===== src/rtl/relogio_pkg.sv =====
// Shared constants for the clock time-setting controller: state encoding,
// BCD limits and a capture-sanity helper.
package relogio_pkg;

  localparam int BCD_W    = 4;
  localparam int HORA_MAX = 23;
  localparam int MIN_MAX  = 59;

  localparam logic [1:0] ST_RUN    = 2'b00;
  localparam logic [1:0] ST_SET_H  = 2'b01;
  localparam logic [1:0] ST_SET_M  = 2'b10;
  localparam logic [1:0] ST_COMMIT = 2'b11;

  localparam logic [BCD_W-1:0] HORA_MAX_D1 = BCD_W'(HORA_MAX / 10);
  localparam logic [BCD_W-1:0] HORA_MAX_D0 = BCD_W'(HORA_MAX % 10);
  localparam logic [BCD_W-1:0] MIN_MAX_D1  = BCD_W'(MIN_MAX / 10);
  localparam logic [BCD_W-1:0] MIN_MAX_D0  = BCD_W'(MIN_MAX % 10);
  localparam logic [BCD_W-1:0] BCD_NINE    = BCD_W'(9);

  // True when a live BCD time is a legal HH:MM value; checked digit-wise in BCD.
  function automatic logic bcd_time_ok(input logic [1:0]       h1,
                                       input logic [BCD_W-1:0] h0,
                                       input logic [BCD_W-1:0] m1,
                                       input logic [BCD_W-1:0] m0);
    logic             ok_h;
    logic [BCD_W-1:0] h1_w;
    h1_w = {2'b00, h1};
    if (h1_w < HORA_MAX_D1) begin
      ok_h = (h0 <= BCD_NINE);
    end else begin
      ok_h = (h1_w == HORA_MAX_D1) && (h0 <= HORA_MAX_D0);
    end
    return ok_h && (m1 <= MIN_MAX_D1) && (m0 <= BCD_NINE);
  endfunction

endpackage


===== src/rtl/relogio_inc_bcd.sv =====
// Combinational two-digit BCD incrementer; wraps to 00 when the input equals
// the supplied maximum.
module relogio_inc_bcd
  import relogio_pkg::*;
#(
  parameter int W1 = 4
) (
  input  logic [W1-1:0]    d1_i,
  input  logic [BCD_W-1:0] d0_i,
  input  logic [W1-1:0]    max1_i,
  input  logic [BCD_W-1:0] max0_i,
  output logic [W1-1:0]    q1_o,
  output logic [BCD_W-1:0] q0_o
);

  // Next BCD value: wrap at max, otherwise carry from units into tens at 9.
  always_comb begin
    q1_o = d1_i;
    q0_o = d0_i;
    if ((d1_i == max1_i) && (d0_i == max0_i)) begin
      q1_o = W1'(0);
      q0_o = BCD_W'(0);
    end else if (d0_i >= BCD_NINE) begin
      q1_o = d1_i + W1'(1);
      q0_o = BCD_W'(0);
    end else begin
      q1_o = d1_i;
      q0_o = d0_i + BCD_W'(1);
    end
  end

endmodule


===== src/rtl/relogio_ajuste.sv =====
// Time-setting controller: captures live time, steps hours then minutes from
// two buttons, and commits the edit to the clock core with a one-cycle LD_time.
module relogio_ajuste
  import relogio_pkg::*;
#(
  parameter int TIMEOUT_CYC = 150,
  parameter int BLINK_HALF  = 5
) (
  input  logic             clk,
  input  logic             reset,
  input  logic             btn_mode,
  input  logic             btn_inc,
  input  logic [1:0]       cur_H1,
  input  logic [BCD_W-1:0] cur_H0,
  input  logic [BCD_W-1:0] cur_M1,
  input  logic [BCD_W-1:0] cur_M0,
  output logic [1:0]       H_in1,
  output logic [BCD_W-1:0] H_in0,
  output logic [BCD_W-1:0] M_in1,
  output logic [BCD_W-1:0] M_in0,
  output logic             LD_time,
  output logic [1:0]       modo,
  output logic             blink
);

  localparam int IW = (TIMEOUT_CYC > 1) ? $clog2(TIMEOUT_CYC) : 1;
  localparam int BW = (BLINK_HALF > 1) ? $clog2(BLINK_HALF) : 1;
  localparam logic [IW-1:0] IDLE_LAST  = IW'(TIMEOUT_CYC - 1);
  localparam logic [BW-1:0] BLINK_LAST = BW'(BLINK_HALF - 1);

  logic [1:0]       st_q, st_d;
  logic [1:0]       h1_q, h1_d;
  logic [BCD_W-1:0] h0_q, h0_d, m1_q, m1_d, m0_q, m0_d;
  logic [IW-1:0]    idle_q, idle_d;
  logic [BW-1:0]    bcnt_q, bcnt_d;
  logic             blink_q, blink_d;
  logic             ld_q, ld_d;
  logic             mode_prev_q, inc_prev_q;
  logic             mode_press_s, inc_press_s;
  logic             entry_s, in_set_s;
  logic [1:0]       h1_inc_s;
  logic [BCD_W-1:0] h0_inc_s, m1_inc_s, m0_inc_s;

  assign mode_press_s = btn_mode & ~mode_prev_q;
  assign inc_press_s  = btn_inc & ~inc_prev_q;

  relogio_inc_bcd #(.W1(2)) u_inc_hora (
    .d1_i   (h1_q),
    .d0_i   (h0_q),
    .max1_i (HORA_MAX_D1[1:0]),
    .max0_i (HORA_MAX_D0),
    .q1_o   (h1_inc_s),
    .q0_o   (h0_inc_s)
  );

  relogio_inc_bcd #(.W1(BCD_W)) u_inc_min (
    .d1_i   (m1_q),
    .d0_i   (m0_q),
    .max1_i (MIN_MAX_D1),
    .max0_i (MIN_MAX_D0),
    .q1_o   (m1_inc_s),
    .q0_o   (m0_inc_s)
  );

  // Next state and edit registers; a mode press always beats an increment.
  always_comb begin
    st_d = st_q;
    h1_d = h1_q;
    h0_d = h0_q;
    m1_d = m1_q;
    m0_d = m0_q;
    case (st_q)
      ST_RUN: begin
        if (mode_press_s) begin
          st_d = ST_SET_H;
          if (bcd_time_ok(cur_H1, cur_H0, cur_M1, cur_M0)) begin
            h1_d = cur_H1;
            h0_d = cur_H0;
            m1_d = cur_M1;
            m0_d = cur_M0;
          end else begin
            h1_d = 2'd0;
            h0_d = BCD_W'(0);
            m1_d = BCD_W'(0);
            m0_d = BCD_W'(0);
          end
        end else begin
          st_d = ST_RUN;
        end
      end
      ST_SET_H: begin
        if (mode_press_s) begin
          st_d = ST_SET_M;
        end else if (inc_press_s) begin
          h1_d = h1_inc_s;
          h0_d = h0_inc_s;
        end else if (idle_q == IDLE_LAST) begin
          st_d = ST_RUN;
        end else begin
          st_d = ST_SET_H;
        end
      end
      ST_SET_M: begin
        if (mode_press_s) begin
          st_d = ST_COMMIT;
        end else if (inc_press_s) begin
          m1_d = m1_inc_s;
          m0_d = m0_inc_s;
        end else if (idle_q == IDLE_LAST) begin
          st_d = ST_RUN;
        end else begin
          st_d = ST_SET_M;
        end
      end
      ST_COMMIT: st_d = ST_RUN;
      default:   st_d = ST_RUN;
    endcase
  end

  // Idle timer, blink phase and commit strobe all follow the chosen next state.
  always_comb begin
    in_set_s = (st_d == ST_SET_H) || (st_d == ST_SET_M);
    entry_s  = in_set_s && (st_d != st_q);
    ld_d     = (st_d == ST_COMMIT);
    if (in_set_s) begin
      if (entry_s || mode_press_s || inc_press_s) begin
        idle_d = IW'(0);
      end else begin
        idle_d = idle_q + IW'(1);
      end
      if (entry_s || inc_press_s) begin
        blink_d = 1'b1;
        bcnt_d  = BW'(0);
      end else if (bcnt_q == BLINK_LAST) begin
        blink_d = ~blink_q;
        bcnt_d  = BW'(0);
      end else begin
        blink_d = blink_q;
        bcnt_d  = bcnt_q + BW'(1);
      end
    end else begin
      idle_d  = IW'(0);
      blink_d = 1'b0;
      bcnt_d  = BW'(0);
    end
  end

  // State, edit, timer and button-history registers.
  always_ff @(posedge clk or negedge reset) begin
    if (!reset) begin
      st_q        <= ST_RUN;
      h1_q        <= 2'd0;
      h0_q        <= BCD_W'(0);
      m1_q        <= BCD_W'(0);
      m0_q        <= BCD_W'(0);
      idle_q      <= IW'(0);
      bcnt_q      <= BW'(0);
      blink_q     <= 1'b0;
      ld_q        <= 1'b0;
      mode_prev_q <= 1'b0;
      inc_prev_q  <= 1'b0;
    end else begin
      st_q        <= st_d;
      h1_q        <= h1_d;
      h0_q        <= h0_d;
      m1_q        <= m1_d;
      m0_q        <= m0_d;
      idle_q      <= idle_d;
      bcnt_q      <= bcnt_d;
      blink_q     <= blink_d;
      ld_q        <= ld_d;
      mode_prev_q <= btn_mode;
      inc_prev_q  <= btn_inc;
    end
  end

  assign H_in1   = h1_q;
  assign H_in0   = h0_q;
  assign M_in1   = m1_q;
  assign M_in0   = m0_q;
  assign LD_time = ld_q;
  assign modo    = st_q;
  assign blink   = blink_q;

endmodule


===== config.mk =====
export PLATFORM = sky130hd
export DESIGN_NAME = relogio_ajuste
export DESIGN_NICKNAME = d
export VERILOG_FILES = /design/src/rtl/relogio_pkg.sv /design/src/rtl/relogio_inc_bcd.sv /design/src/rtl/relogio_ajuste.sv
export SDC_FILE = /design/constraint.sdc
export NUM_CORES = 1
export LEC_CHECK = 0
export CAP_MARGIN = 5
export CELL_PAD_IN_SITES_DETAIL_PLACEMENT = 1
export CELL_PAD_IN_SITES_GLOBAL_PLACEMENT = 1
export CORE_ASPECT_RATIO = 0.6
export CORE_MARGIN = 4
export CORE_UTILIZATION = 40
export CTS_BUF_LIST = sky130_fd_sc_hd__clkbuf_16
export DETAILED_ROUTE_END_ITERATION = 10
export PLACE_DENSITY_LB_ADDON = 0.1
export SLEW_MARGIN = 0
export SYNTH_ARGS = -nofsm -noshare
export SYNTH_HDL_FRONTEND = slang
export SYNTH_SLANG_ARGS = --single-unit

===== constraint.sdc =====
create_clock -name clk -period 2.9 [get_ports clk]
set_input_delay 0.725 -clock clk [delete_from_list [all_inputs] [get_ports clk]]
set_output_delay 0.725 -clock clk [all_outputs]
set_load 0.01 [all_outputs]

==> results of run 1 <==
cell usage in the layout (no fill, tap or decap), types with 2 or more instances in the layout:
cell type	count
clkdlybuf4s50_1	35
dfrtp_1	31
a21oi_1	16
inv_1	14
ha_1	13
nor2_1	12
nor2_2	10
o21ai_0	9
nand2_1	7
clkbuf_16	5
buf_4	5
and3_1	4
nand3_1	4
nor3_1	4
xnor2_1	4
nor3b_1	4
xor2_1	3
a221oi_1	3
a31o_2	2
o21ai_1	2
a21oi_2	2
mux2i_1	2
a22o_1	2
metrics by stage:
| stage | util, % | std cells | power, mW | setup TNS [ps] |
|---|---|---|---|---|
| after floorplan | - | 180 | 1.26 | 0 |
| after global placement | 53.7 | 279 | 1.60 | -1950 |
| after detailed placement | 53.7 | 279 | 1.66 | -3510 |
| after CTS | 56.9 | 286 | 2.17 | 0 |
| after global routing | 57.0 | 286 | 2.31 | 0 |
| final | 57.0 | 286 | 2.15 | 0 |
logic make-up after synthesis:
kind of cell | count (synthesis)
buffers and inverters | 16
AO/OA/AOI/OAI | 49
AND/OR/NAND/NOR | 61
flip-flops | 31
XOR/XNOR | 7
adder cells (fa/ha/maj) | 13
multiplexers | 3
flip-flops by register name (all words and copies together) (netlist names):
name,flops
H_in0,4
H_in1,2
LD_time,1
M_in0,4
M_in1,4
bcnt_q,3
blink,1
idle_q,8
inc_prev_q,1
mode_prev_q,1
modo,2
worst max path at each step:
stage | startpoint | to | slack, ps
floorplan | btn_inc | bcnt_q[2]$_DFF_PN0_ | 260
global placement | btn_inc | idle_q[2]$_DFF_PN0_ | -190
detailed placement | btn_inc | idle_q[2]$_DFF_PN0_ | -350
CTS | btn_inc | idle_q[2]$_DFF_PN0_ | 3
global route | btn_inc | idle_q[2]$_DFF_PN0_ | 20
finish | btn_inc | idle_q[2]$_DFF_PN0_ | 90
per-layer routing:
metal	GRT usage (%)	share of wire, %	vias up	wire length (microns)
met4	6.98	1.4	0	66
li1	-	-	736	-
met5	0	0	-	0
met3	5.08	4.3	6	211
met1	25.9	48	775	2330
met2	29.8	47	37	2270
power groups by stage:
stage | registers (mW) | clock network (mW) | logic [mW]
after floorplan | 0.702 | 0 | 0.558
after global placement | 0.701 | 0 | 0.900
after detailed placement | 0.716 | 0 | 0.940
after CTS | 0.711 | 0.493 | 0.964
after global routing | 0.734 | 0.515 | 1.06
final | 0.712 | 0.486 | 0.956
area by class of cell:
| type | count | area, sq um |
|---|---|---|
| clock buffer | 5 | 125 |
| clock inverter | 2 | 8.76 |
| fill | 457 | 1830 |
| inverter | 14 | 52.6 |
| multi-input combinational | 133 | 980 |
| sequential | 31 | 776 |
| tap | 60 | 75.1 |
| timing repair buffer | 41 | 408 |
cell usage after synthesis, types with 2 or more instances:
cell type / count
a21oi_2: 2
o21ai_0: 11
nand3_1: 4
nand2_1: 7
nor3_1: 4
dfrtp_1: 31
mux2i_1: 2
inv_1: 14
nor2_1: 12
a22o_1: 2
nor2_2: 10
nor3b_1: 4
xnor2_1: 4
and3_1: 4
ha_1: 13
a31o_2: 2
a21oi_1: 16
a221oi_1: 3
xor2_1: 3
worst max-delay path, delay by kind of cell:
family | cells | cell delay (ps)
buf+inv | 2 | 600
simple gates | 4 | 1140
fa+ha+maj | 1 | 290
compound gates | 1 | 260
timing repair:
item,4_1_cts,5_1_grt
setup endpoints to repair,11,11
resized for setup,2,1
pin swaps,0,1
hold endpoints to repair,0,0
==> impl_metrics.py, run 1 <==
metrics = {
    "power_and_ir_drop": {
        "power_leakage_nw": 1.01,
        "pwr-share-clk_pct": 22.6,
        "switchingPower_mw": 0.820,
        "combPwrFrac_pct": 44.4,
        "internal_power_mw": 1.33,
        "ir_drop_mv": 0.368,
        "seqPwrFrac_pct": 33.1,
        "netSwitchingFraction_pct": 38.1,
        "power_density_mw_per_mm2": 888,
    },
    "layout": {
        "design_area_sq_mm": 0.00242,
        "nets": 257,
        "antenna_cells": 0,
        "drive_gt1_share_pct": 18.1,
        "area_delta_synth_final_pct": 32.4,
    },
    "route": {
        "dr_total_vias": 1554,
        "finalWirelength_mm": 4.88,
        "antenna_left": 0,
        "drc_errors": 0,
        "avgViaCountPerCell": 5.43,
        "wl_per_cell_microns": 17.1,
        "drt_first_pass_iters": 4,
        "drt-initial-drc-count": 40,
    },
    "clock_network": {
        "path_clk_slew_ps": 50,
        "cts_buffer_depth": 2,
        "cts_max_level": 2,
        "tritoncts": "built",
        "cts_setup_buffers": 0,
        "worst_skew_pair.late_latency_ps": 280,
        "clockRootBuffer": "clkbuf_16",
        "hold_buffers": 0,
        "cts_made_buffers": 5,
        "cts_sinks": 31,
    },
    "status": {
        "status": "finished, final reports clean",
    },
    "setup_path": {
        "cp_max_fo": 8,
        "r2r-end": "idle_q[2]$_DFF_PN0_",
        "crit_path_start_kind": "input port",
        "max_stage_delay_ps": 440,
        "end_kind": "flip-flop",
        "path_cells": "clkdlybuf4s50_1 > nor2b_2 > or4_4 > a31o_2 > ha_1 > or3b_4 > buf_12 > nor2_2",
        "worstRegToRegCells": 9,
        "criticalPathCategory": "in2reg",
        "regToRegStartpoint": "idle_q[1]$_DFF_PN0_",
        "critPathRequiredTime_ps": 3110,
        "cpMaxStageDelayCell": "clkdlybuf4s50_1",
        "cp.arrival_ps": 3020,
        "rrSetupSlack_ps": 380,
    },
    "place": {
        "gp_congestion": 0.854,
        "port_buffers": 35,
        "place_ws_ps": -345,
        "placed_cell_area_sq_mm": 0.00229,
        "dp_hpwl_mm": 3.61,
    },
    "global_routing": {
        "grt_overflow": 0,
        "grt_pass1_vias": 1669,
        "grt_max_degree": 32,
        "grtUsageTotal_pct": 19.1,
        "grt_first_pass_wirelength_mm": 8.35,
        "antenna_found_initial": 0,
    },
    "sta": {
        "slew_headroom_pct": 64.3,
        "fin_crit_sh_pct": 96.9,
        "fin_ws_ps": 89.9,
        "period_minus_slack_ps": 2810,
        "finalSetupViolCount": 0,
        "hold_ws_ps": 477,
        "hold_violations": 0,
        "finalMaxSlewViolations": 0,
        "max_freq_mhz": 356,
        "finalClockSkew_ps": 4.01,
        "worst_pin_slew_ps": 530,
        "rsz0062_at_grt": "false",
    },
    "synth": {
        "synth-edff-count": 0,
        "synthesis.area_sq_mm": 0.00183,
        "yosys-top-cells-area": "dfrtp_1 42%, ha_1 8.9%, a21oi_1 4.4%, nor2_2 3.4%, o21ai_0 3.0%",
        "synth_warnings": 0,
        "synth.distinct_cells": 51,
        "synth_compound_area_share_pct": 17.8,
        "synth_top_area_cell": "dfrtp_1",
        "synthXorXnorAreaFrac_pct": 3.35,
        "async_flop_share_pct": 100,
        "ys_dominant_reg_cell": "dfrtp_1",
        "synth_fp_nets": 211,
        "synthAdderAreaFrac_pct": 8.88,
        "ys_seq_elements": 31,
        "synth_simple_gate_area_share_pct": 21.5,
        "synthCells": 180,
        "synth_top_area_share_pct": 42.3,
        "synth_seq_area_share_pct": 42.3,
        "synthMuxAreaShare_pct": 1.71,
        "synth_top_family_by_area": "simple AND/OR/NAND/NOR gates",
        "synth_area_per_cell_sq_um": 10.2,
    },
    "hold_path": {
        "min_from": "bcnt_q[0]$_DFF_PN0_",
        "whs_endpoint": "bcnt_q[0]$_DFF_PN0_",
        "hold_depth": 1,
        "hold_class": "reg2reg",
    },
    "floorplan": {
        "die_h_microns": 60.4,
        "fp.dieArea_sq_mm": 0.00576,
        "coreArea_sq_mm": 0.00426,
        "start_util_pct": 43.0,
        "fp-row-count": 18,
        "dieWidth_microns": 95.4,
        "io_pins": 36,
    },
    "run": {
        "cap_violations": 0,
    },
}
Power figures use the tool's default switching activity.
==> run 2: changes to the inputs <==
CORE_UTILIZATION = 43   (was 40)
clock period = 3.6 ns   (was 2.9 ns; I/O delays follow)
==> impl_metrics.py, run 2 (synthesis results as in run 1) <==
metrics = {
    "status": {
        "status": "finished, final reports clean",
    },
    "sta": {
        "worst_pin_slew_ps": 659,
        "hold_violations": 0,
        "fin_crit_sh_pct": 91.2,
        "finalSetupTns_ps": 0,
        "finalMaxSlewViolations": 0,
        "max_freq_mhz": 305,
        "finalClockSkew_ps": 4.29,
        "period_minus_slack_ps": 3280,
        "rsz0062_at_grt": "false",
        "slew_headroom_pct": 55.7,
        "finalSetupViolCount": 0,
    },
    "clock_network": {
        "cts_buffer_depth": 2,
        "path_clk_slew_ps": 50,
        "cts_max_level": 2,
        "cts-resized-gates": 0,
        "cts_setup_buffers": 0,
        "cts_sinks": 31,
        "hold_buffers": 0,
        "cts_made_buffers": 5,
        "worst_skew_pair.late_latency_ps": 280,
        "clockRootBuffer": "clkbuf_16",
        "tritoncts": "built",
    },
    "global_routing": {
        "grt_max_degree": 32,
        "grtUsageTotal_pct": 20.5,
        "grt_overflow": 0,
        "antenna_found_initial": 0,
        "grt_pass1_vias": 1699,
        "grt_first_pass_wirelength_mm": 8.59,
    },
    "route": {
        "wl_met2_mm": 2.40,
        "drt_first_pass_iters": 4,
        "drc_errors": 0,
        "dr_total_vias": 1557,
        "wl_per_cell_microns": 17.9,
        "antenna_left": 0,
        "top_layer": "met4",
        "finalWirelength_mm": 5.05,
        "wl_met1_mm": 2.28,
        "drt-initial-drc-count": 42,
        "wl_met3_microns": 297,
        "avgViaCountPerCell": 5.52,
    },
    "run": {
        "cap_violations": 0,
    },
    "power_and_ir_drop": {
        "ir_drop_mv": 0.360,
        "power_density_mw_per_mm2": 716,
        "power_leakage_nw": 0.983,
    },
    "setup_path": {
        "end_kind": "flip-flop",
        "crit_path_start_kind": "input port",
        "criticalPathCategory": "in2reg",
        "rrSetupSlack_ps": 970,
        "critPathRequiredTime_ps": 3780,
        "cp.arrival_ps": 3470,
        "cp_max_fo": 11,
    },
    "hold_path": {
        "hold_class": "reg2reg",
    },
    "floorplan": {
        "fp-row-count": 18,
        "dieWidth_microns": 92.3,
        "die_h_microns": 58.6,
        "fp.dieArea_sq_mm": 0.00540,
        "coreArea_sq_mm": 0.00410,
        "start_util_pct": 44.7,
        "io_pins": 36,
    },
    "layout": {
        "area_delta_synth_final_pct": 29.8,
        "largest_register_ffs": 8,
        "layout_common_cells": "35 x clkdlybuf4s50_1, 31 x dfrtp_1, 16 x a21oi_1, 14 x inv_1, 13 x ha_1",
        "antenna_cells": 0,
        "mostFrequentLayoutCell": "clkdlybuf4s50_1",
        "utilization_pct": 58.0,
        "nets": 252,
        "top_register": "idle_q",
        "drive_gt1_share_pct": 16.7,
    },
    "place": {
        "gp_congestion": 0.805,
        "port_buffers": 35,
        "dp_hpwl_mm": 3.82,
    },
}
==> run 2: worst paths after layout <==
check,start,to,cells past startpoint
worst max-delay path,btn_inc,bcnt_q[0]$_DFF_PN0_,8
worst min-delay path,bcnt_q[0]$_DFF_PN0_,bcnt_q[0]$_DFF_PN0_,1
worst max register to register,idle_q[3]$_DFF_PN0_,bcnt_q[0]$_DFF_PN0_,7
worst min register to register,bcnt_q[0]$_DFF_PN0_,bcnt_q[0]$_DFF_PN0_,1
max in group asynchronous,reset,idle_q[1]$_DFF_PN0_,2
min in group asynchronous,reset,H_in0[2]$_DFFE_PN0P_,2
==> run 2: cell type report <==
class / count / area [sq um]
fill: 468 / 1720
tap: 60 / 75.1
clock buffer: 5 / 125
multi-input combinational: 133 / 976
clock inverter: 3 / 15.0
timing repair buffer: 36 / 358
inverter: 14 / 52.6
sequential: 31 / 776
==> run 2: worst max-delay path, cell delays in order <==
cell and delay (ps):
clkdlybuf4s50_1 420, nor2b_2 210, or4_4 540, o21ai_0 180
o21ai_0 160, ha_1 340, or3b_4 490, nor3b_1 230
==> run 2: metrics by stage <==
stage	std cells	setup slack (ps)	hold WS (ps)	instance area [sq um]	total power, mW
2_1_floorplan	180	787	435	1830	1.01
3_3_place_gp	274	227	454	2240	1.24
3_5_place_dp	274	45.2	479	2240	1.30
4_1_cts	282	310	485	2380	1.72
5_1_grt	282	178	527	2380	1.83
6_report	282	317	481	2380	1.70
==> run 2: per-layer routing <==
| metal | vias to the layer above | track usage, % |
|---|---|---|
| li1 | 723 | - |
| met1 | 775 | 26.9 |
| met2 | 51 | 33.4 |
| met3 | 8 | 5.87 |
| met4 | 0 | 6.77 |
| met5 | - | 0 |
==> run 2: power breakdown <==
| group | total, mW | internal, mW | switching (mW) |
|---|---|---|---|
| clock network | 0.398 | 0.251 | 0.147 |
| logic | 0.731 | 0.349 | 0.383 |
| registers | 0.574 | 0.439 | 0.135 |
==> RTL edit (config.mk and constraints of run 1) <==
`TIMEOUT_CYC`: 150 -> 300.
--- a/src/rtl/relogio_ajuste.sv
+++ b/src/rtl/relogio_ajuste.sv
@@ -3,7 +3,7 @@
 module relogio_ajuste
   import relogio_pkg::*;
 #(
-  parameter int TIMEOUT_CYC = 150,
+  parameter int TIMEOUT_CYC = 300,
   parameter int BLINK_HALF  = 5
 ) (
   input  logic             clk,
Check against the original RTL: same outputs for any inputs over 10 cycles, from zero or initial values and one cycle with reset low; that may be too few to reach the edited logic, so the function may still have changed.
==> RTL edit against run 1 <==
Global-route usage is 0.25 points higher; routed wire length is 14% higher; design area is 4.7% higher; area after synthesis is 5.5% higher; clock power is 2% higher; setup slack better by 0.12 ns; count of clock-buffer cells in the layout stayed put; sequential cell count is 1 higher; largest power group unchanged; total power is 16% lower; fmax is 4.3% higher; largest cell class unchanged; register-to-register slack hardly changed.
==> RTL edit: results (changes against run 1) <==
Yosys
  – Top post-synthesis cells by area: dfrtp_1 (41%), ha_1 (7.8%), nand2_1 (3.5%)
  – Synth unique cells: 45 (-12%)
  – Synth cell count leaders: dfrtp_1 (32), nand2_1 (18), nor2_1 (18), inv_1 (15), ha_1 (12)
  – Syn_nets: 232 (+10%)
  – Register area share after synthesis: 0.415 (-0.00899)

Finish
  – Share of layout cells above drive strength 1: 0.101 (-0.0802)
  – Max FFs per register: 9 (+1)
  – NumNets Final: 276 (+7.4%)
  – # fillers: 539 (+18%)

Timing
  – Clock skew: 0.00345 ns (-0.000561 ns)
  – Slew headroom: 0.618 (-0.0255)
  – Count of pins over their slew limit: 0 (unchanged)

Placement
  – Place WS: -0.0750 ns (+0.270 ns)
  – Post-DP HPWL: 4220 um (+17%)
  – Final GP Congestion: 0.846 (-0.91%)
  – Placed inst area: 2400 um2 (+5.1%)

CTS
  – # resized after CTS: 0 (-2)
  – Clock latency at the later pin of the worst-skew pair: 0.28 ns (about the same)
  – Post-CTS Setup Bufs: 0 (unchanged)
  – CTS Root Cell: clkbuf_16
  – Worst-path clk slew: 0.05 ns (about the same)

Global route
  – Vias in the first global route: 1,757 (+5.3%)
  – First-pass GRT wire length: 9070 um (+8.7%)
  – Pin count of the biggest net entering global routing: 33 (+3.1%)
  – Total global-route track usage: 0.193 (+0.00248)
  – Initial antenna violation count: 0 (unchanged)

Pwr
  – Max IR drop VDD: 0.315 mV (-15%)
  – Sw power: 640 uW (-22%)
  – Leakage: 1.05 nW (+4.3%)

Detailed routing
  – Via count: 1,742 (+12%)
  – First-pass DRT Iterations: 4 (unchanged)
  – Drt initial violations: 69 (+73%)
  – Routed wire length: 5580 um (+14%)

Critical path
  – Worst setup startpoint: btn_inc
  – WP data arrival: 2.90 ns (-0.12 ns)
  – Worst-path fanout max: 11 (+3)
  – Worst reg2reg startpoint: idle_q[4]$_DFF_PN0_

Run status
  – Outcome: complete, no violations

Hold path
  – Hold Startpoint: idle_q[0]$_DFF_PN0_
## RTL edit: through the flow
stage          setup TNS (ns)  utilization  hold WS, ns  power [mW]  cells
3_5_place_dp           -0.375        0.521        0.492        1.32    302
6_report                    0        0.551        0.491        1.81    310
2_1_floorplan               0            -        0.429       0.995    202
3_3_place_gp                0        0.521        0.459        1.27    302
5_1_grt                     0        0.551        0.521        1.92    310
4_1_cts                     0        0.551        0.500        1.82    310
## RTL edit: cells by family after synthesis
family | synth area share
DFF | 0.415
buffers and inverters | 0.0447
AOI/OAI and AO/OA | 0.185
and+or+nand+nor | 0.208
muxes | 0.0337
adders and majority gates | 0.0777
xor gates and xnor gates | 0.0363
## RTL edit: path summary, 6_finish.rpt
kind	end	slack [ns]	cells past startpoint
min in group asynchronous	M_in1[3]$_DFFE_PN0P_	0.85	2
max in group asynchronous	mode_prev_q$_DFF_PN0_	1.74	2
worst min-delay path	idle_q[0]$_DFF_PN0_	0.49	1
worst min register to register	idle_q[0]$_DFF_PN0_	0.49	1
worst max-delay path	idle_q[8]$_DFF_PN0_	0.21	9
worst max register to register	idle_q[8]$_DFF_PN0_	0.38	8
## RTL edit: final cells by class
type | instances | area [um2] | area share
multi-input cells | 149 | 1040 | 0.411
clock buffers | 5 | 125 | 0.0493
well taps | 63 | 78.8 | 0.0310
flip-flops and latches | 32 | 801 | 0.315
clock inverters | 3 | 11.3 | 0.00443
inverters | 15 | 56.3 | 0.0222
repair buffers | 43 | 423 | 0.167
## RTL edit: layer usage
metal,GRT usage,vias up,share of wire
li1,-,823,-
met1,0.274,865,0.49
met2,0.308,46,0.44
met3,0.0390,8,0.051
met4,0.0533,0,0.013
met5,0,-,0
## RTL edit: worst max-delay path, stage by stage
cell and delay, ns:
clkdlybuf4s50_1 0.42, and2b_2 0.22, or4_4 0.51, a21oi_1 0.15
a21oi_1 0.08, ha_1 0.36, o211ai_2 0.12, buf_12 0.18
nor2_1 0.12
## RTL edit: power groups by stage
stage	clock, mW	combinational [mW]	sequential, mW
CTS	0.496	0.673	0.651
global placement	0	0.631	0.640
floorplan	0	0.354	0.642
finish	0.495	0.665	0.650
global route	0.519	0.735	0.669
detailed placement	0	0.663	0.656
